$ cat config.mk
export PLATFORM = sky130hd
export DESIGN_NAME = alu_issue_queue
export DESIGN_NICKNAME = d
export VERILOG_FILES = /design/src/rtl/alu_issue_queue.sv
export SDC_FILE = /design/constraint.sdc
export NUM_CORES = 1
export LEC_CHECK = 0
export ABC_AREA = 1
export BUFFER_PORTS_ARGS = -buffer_cell sky130_fd_sc_hd__buf_4
export CELL_PAD_IN_SITES_DETAIL_PLACEMENT = 1
export CELL_PAD_IN_SITES_GLOBAL_PLACEMENT = 1
export CORE_MARGIN = 1
export CORE_UTILIZATION = 46
export CTS_CLUSTER_DIAMETER = 30
export CTS_CLUSTER_SIZE = 40
export DETAILED_ROUTE_END_ITERATION = 12
export HOLD_SLACK_MARGIN = 0.15
export PLACE_DENSITY_LB_ADDON = 0.05
export SKIP_CTS_REPAIR_TIMING = 1
export SYNTH_ARGS = -nofsm -noshare
export SYNTH_HDL_FRONTEND = slang
export SYNTH_SLANG_ARGS = --single-unit
$ cat constraint.sdc
create_clock -name clk -period 17.5 [get_ports clk]
set_clock_uncertainty 0.15 [all_clocks]
set_input_delay 3.5 -clock clk [delete_from_list [all_inputs] [get_ports clk]]
set_output_delay 3.5 -clock clk [all_outputs]
set_load 0.1 [all_outputs]
$ cat src/rtl/alu_issue_queue.sv
// Issue queue feeding a combinational ALU slice: buffers ops in a FIFO, issues
// the head entry to the slice and registers the returned result for downstream.
module alu_issue_queue #(
  parameter int DEPTH = 4,
  parameter int WIDTH = 32
) (
  input  logic                   clk,
  input  logic                   rst,
  input  logic                   in_valid,
  output logic                   in_ready,
  input  logic [WIDTH-1:0]       in_A,
  input  logic [WIDTH-1:0]       in_B,
  input  logic [3:0]             in_opcode,
  output logic [WIDTH-1:0]       A,
  output logic [WIDTH-1:0]       B,
  output logic [3:0]             opcode,
  output logic                   en,
  input  logic [WIDTH-1:0]       result,
  output logic                   out_valid,
  input  logic                   out_ready,
  output logic [WIDTH-1:0]       out_result,
  output logic [3:0]             out_opcode,
  output logic [$clog2(DEPTH):0] count
);

  localparam int PW = $clog2(DEPTH);
  localparam int CW = PW + 1;
  localparam logic [CW-1:0] FULL_C  = CW'(DEPTH);
  localparam logic [CW-1:0] EMPTY_C = {CW{1'b0}};

  logic [WIDTH-1:0] a_mem_r  [DEPTH];
  logic [WIDTH-1:0] b_mem_r  [DEPTH];
  logic [3:0]       op_mem_r [DEPTH];
  logic [PW-1:0]    wr_ptr_r;
  logic [PW-1:0]    rd_ptr_r;
  logic [CW-1:0]    count_r;
  logic             out_valid_r;
  logic [WIDTH-1:0] out_result_r;
  logic [3:0]       out_opcode_r;

  logic             in_ready_s;
  logic             push_s;
  logic             issue_s;
  logic [WIDTH-1:0] a_s;
  logic [WIDTH-1:0] b_s;
  logic [3:0]       op_s;

  // Handshake decode and slice drive; the slice sees zeros whenever nothing issues.
  always_comb begin
    in_ready_s = (count_r != FULL_C);
    push_s     = in_valid & in_ready_s;
    issue_s    = (count_r != EMPTY_C) & (~out_valid_r | out_ready);
    if (issue_s) begin
      a_s  = a_mem_r[rd_ptr_r];
      b_s  = b_mem_r[rd_ptr_r];
      op_s = op_mem_r[rd_ptr_r];
    end else begin
      a_s  = {WIDTH{1'b0}};
      b_s  = {WIDTH{1'b0}};
      op_s = 4'b0000;
    end
  end

  // FIFO storage: written at wr_ptr on every accepted push.
  always_ff @(posedge clk or posedge rst) begin
    if (rst) begin
      for (int i = 0; i < DEPTH; i++) begin
        a_mem_r[i]  <= {WIDTH{1'b0}};
        b_mem_r[i]  <= {WIDTH{1'b0}};
        op_mem_r[i] <= 4'b0000;
      end
    end else if (push_s) begin
      a_mem_r[wr_ptr_r]  <= in_A;
      b_mem_r[wr_ptr_r]  <= in_B;
      op_mem_r[wr_ptr_r] <= in_opcode;
    end
  end

  // Pointers and occupancy; pointers wrap naturally since DEPTH is a power of two.
  always_ff @(posedge clk or posedge rst) begin
    if (rst) begin
      wr_ptr_r <= {PW{1'b0}};
      rd_ptr_r <= {PW{1'b0}};
      count_r  <= EMPTY_C;
    end else begin
      if (push_s) begin
        wr_ptr_r <= wr_ptr_r + PW'(1);
      end
      if (issue_s) begin
        rd_ptr_r <= rd_ptr_r + PW'(1);
      end
      case ({push_s, issue_s})
        2'b10:   count_r <= count_r + CW'(1);
        2'b01:   count_r <= count_r - CW'(1);
        default: count_r <= count_r;
      endcase
    end
  end

  // Output register: captures the slice result on issue, otherwise drains or holds.
  always_ff @(posedge clk or posedge rst) begin
    if (rst) begin
      out_valid_r  <= 1'b0;
      out_result_r <= {WIDTH{1'b0}};
      out_opcode_r <= 4'b0000;
    end else if (issue_s) begin
      out_valid_r  <= 1'b1;
      out_result_r <= result;
      out_opcode_r <= op_s;
    end else if (out_valid_r & out_ready) begin
      out_valid_r  <= 1'b0;
    end else begin
      out_valid_r  <= out_valid_r;
    end
  end

  assign in_ready   = in_ready_s;
  assign en         = issue_s;
  assign A          = a_s;
  assign B          = b_s;
  assign opcode     = op_s;
  assign out_valid  = out_valid_r;
  assign out_result = out_result_r;
  assign out_opcode = out_opcode_r;
  assign count      = count_r;

endmodule

======== Word level (Yosys, flattened, before mapping) ========
Index checks and enable logic that the tools add are counted.
word-level totals
  register bits after elaboration ......... 316
  word-level logic and storage cells ...... 61
operators by class
  $lt $le $gt $ge ......................... 3
  multiplexer cells ....................... 22
  reduce and logical (&&, ||, !) cells .... 4
  $add $sub $neg .......................... 4
  eq/ne operators ......................... 3
  bitwise operators ....................... 7
operators with widths
  operator               number
  $bwmux W128            2
  $mux W32               7
  $bmux W32 S2           2
  $demux W32 S2          1
  $bwmux W16             1
  $mux W4                4
  $bmux W4 S2            1
  $demux W4 S2           1
  $ge A3 B3 Y1 const B   2
  $not A2 Y3             2
  $pmux W3 S2            1
  $add A2 B1 Y2 const B  2
  $reduce_bool A2 Y1     2
  $add A3 B1 Y3 const B  1
  $and A1 B1 Y1          3
  $lt A3 B1 Y1 const B   1
  $ne A3 B3 Y1 const B   1
  $reduce_bool A3 Y1     1
  $sub A3 B1 Y3 const B  1
  $eq A2 B1 Y1 const B   1
  $eq A2 B2 Y1 const B   1
  $mux W1                2
  $logic_and A1 B1 Y1    1
  $not A1 Y1             1
  $or A1 B1 Y1           1

======== Longest topological paths before layout ========
  depth after elaboration ................. 6
  depth in mapped cells ................... 12
  mapped depth without buffers ............ 11

======== Least setup slack after synthesis ========
Ideal clock, no wire load.
  kind .................................... input-to-output
  from .................................... input out_ready
  to ...................................... output B[10]
  stages on the path ...................... 6
  buffers on the path ..................... 2
  data arrival time ....................... 5.508 ns
  setup slack ............................. 8.342 ns
  cells stage by stage .................... inv_1 nand2_1 nand2_2 buf_2 buf_6 a21oi_1
between the ends
  longest elaborated chain between the ends .. 3
ends and longest elaborated chain
  what                line  source
  start: declaration  20    input logic out_ready,
  $or A1 B1 Y1        52    issue_s = (count_r != EMPTY_C) & (~out_valid_r | out_ready);
  $and A1 B1 Y1       52
  $mux W32            53    if (issue_s) begin
  end: declaration    15    output logic [WIDTH-1:0] B,
No other way between the ends.

======== Worst setup path in the final report ========
  from .................................... input out_ready
  to ...................................... output A[23]
between the ends
  longest elaborated chain between the ends .. 3
ends and longest elaborated chain
  what              line  source
  $or A1 B1 Y1      52
  $and A1 B1 Y1     52
  $mux W32          53
  end: declaration  14    output logic [WIDTH-1:0] A,
No other way between the ends.

==> metrics.cfg <==
[floorplan]
rows = 67
die_w_um = 188
core_area_um2 = 33900
start_util_pct = 47.2
dieArea_um2 = 35500
io-pin-count = 214
die_h_um = 188

[setup_path]
reg2reg_to = a_mem_r[67]
reg2regPathDepth = 7
worstSetupStartpointType = input port
endpoint_kind = output pin
required_ns = 13.85
arrival_ns = 5.35
rr_startpoint = count[0]
crit_type = input port to output pin
r2r_slack_ns = 14.03
crit_fanout = 76

[global_routing]
antenna_found_initial = 0
grt_pass1_vias = 16800
grt_pass1_wl_um = 90000
grt_overflow = 0
grtUsageTotal_pct = 31.8
grt_max_degree = 189

[synthesis]
synth_top_family_by_area = simple AND/OR/NAND/NOR gates
synthXorXnorAreaFrac_pct = 0.274
seq_area_frac_synth_pct = 49.5
synth_edf_count = 0
synthArstFlopShare_pct = 100
syn_area_per_cell_um2 = 7.43
ys.flop_type = dfrtp_1
synth-simple-area-share_pct = 38.4
ys_ff_latch = 316
synth_mux_area_share_pct = 0
syn_area_um2 = 16000
yosys_warnings = 0
synthCells = 2152
synth_cell_type_count = 20
synthAdderAreaFrac_pct = 0.517
syn_nets = 2262
synth-compound-area-share_pct = 2.07

[clocking]
cts_tree = done
cts_sinks = 316
clkTransAtPathRegs_ns = 0.04
insertion_delay_ns = 0.57
htreeDepth = 3
root_buffer = clkbuf_16
cts_max_path_buffers = 3
cts_buffers = 80

[timing]
worst_pin_slew_ns = 1.09
setup_viol = 0
relSlewSlack_pct = 27.0
final_hold_viol_count = 0
rsz0062_at_grt = false
fin_crit_sh_pct = 51.4
period_needed_ns = 9.00
slew_violations = 0
clock.fmax_mhz = 111
tns_ns = 0

[placement]
dpl.cell_count = 2651
port_buffers = 213
hpwlAfterDp_um = 28900
globalplace.congestion = 0.774

[hold_path]
hp-class = flop to flop
hold_path_end = a_mem_r[109]
whs_path_depth = 2
holdCritStartpoint = a_mem_r[109]

[route]
drt-total-wl_um = 55900
initialDrtViolationCount = 1204
avgRoutedWirePerCell_um = 20.0
avgViaCountPerCell = 5.65
ant_nets = 0
dr_total_vias = 15800
drc = 0
dr.pass1.iters = 5

[final_layout]
final_common_cell = nand2_1
drive_above_1_share_pct = 16.4
fillCellCount = 4140
final_util_pct = 59.9
mostFrequentLayoutCells = nand2_1 (1065), dfrtp_1 (314), nand4_1 (272)
instances_no_fill = 2797
finalNetCount = 2395
syn_to_final_growth_pct = 27.0

[status]
status = completed

[run]
cap_violations = 0

-- state kept, by name (all words and copies together), names as in the netlist --
| name | count |
|---|---|
| out_opcode | 4 |
| wr_ptr_r | 2 |
| b_mem_r | 128 |
| a_mem_r | 128 |
| count | 3 |
| out_result | 32 |
| op_mem_r | 16 |
| out_valid | 1 |
| rd_ptr_r | 2 |
-- critical path: stages --
cell and delay [ns]:
buf_4 0.11, inv_1 0.05, nand2_1 0.10, nand2_4 0.32, buf_4 0.77, a21oi_1 0.12
buf_4 0.29
-- cells by family (layout without fill, tap and decap cells) --
| kind of cell | count (synthesis) | count (layout) |
|---|---|---|
| AOI/OAI and AO/OA | 66 | 66 |
| xor gates and xnor gates | 5 | 5 |
| adders and majority gates | 6 | 6 |
| buffers and inverters | 341 | 537 |
| DFF | 316 | 316 |
| other | 0 | 1 |
| and+or+nand+nor | 1418 | 1418 |
-- layer usage --
metal	global-route usage [%]	wire (um)	vias up
met2	55.1	28300	533
met1	39.0	22600	7947
met5	0	0	-
met3	5.42	3300	125
li1	-	-	7190
met4	13.8	1680	0
-- stage by stage --
step	hold WS, ns	worst slack, ns	instance area, um2
after floorplan	0.292	5.11	16000
after global placement	0.303	8.64	17500
after detailed placement	0.308	8.54	17500
after CTS	0.319	8.51	20300
after global routing	0.333	8.41	20300
final	0.313	8.50	20300
-- final cells by class --
type | count | area, um2 | share of cell area [%]
inverter | 161 | 614 | 3.03
clock inverter | 40 | 553 | 2.72
antenna | 1 | 2.50 | 0.0123
clock buffer | 105 | 2280 | 11.2
sequential | 316 | 7910 | 39.0
timing repair buffer | 231 | 1770 | 8.70
multi-input combinational | 1495 | 6610 | 32.6
tap | 448 | 561 | 2.76
-- cell usage after synthesis (5+ instances only) --
cell | number | area share [%]
dfrtp_1 | 316 | 49
buf_4 | 16 | 0.75
nand2_1 | 1065 | 25
inv_1 | 157 | 3.7
clkbuf_1 | 72 | 1.7
buf_1 | 8 | 0.19
buf_2 | 78 | 2.4
nand3_1 | 75 | 2.3
buf_6 | 6 | 0.42
a21oi_1 | 64 | 2.0
ha_1 | 5 | 0.39
nand4_1 | 272 | 11
-- worst max path at each step --
stage	slack, ns	cells past startpoint	from	end
3_5_place_dp	8.54	7	out_ready	A[23]
4_1_cts	8.51	7	out_ready	A[2]
6_report	8.50	7	out_ready	A[23]
3_3_place_gp	8.64	7	out_ready	A[28]
5_1_grt	8.41	7	out_ready	A[23]
2_1_floorplan	5.11	1	rst	a_mem_r[0]
Power is not shown: default switching activity piles up to over one toggle a cycle in this logic, so the estimate is an artifact.
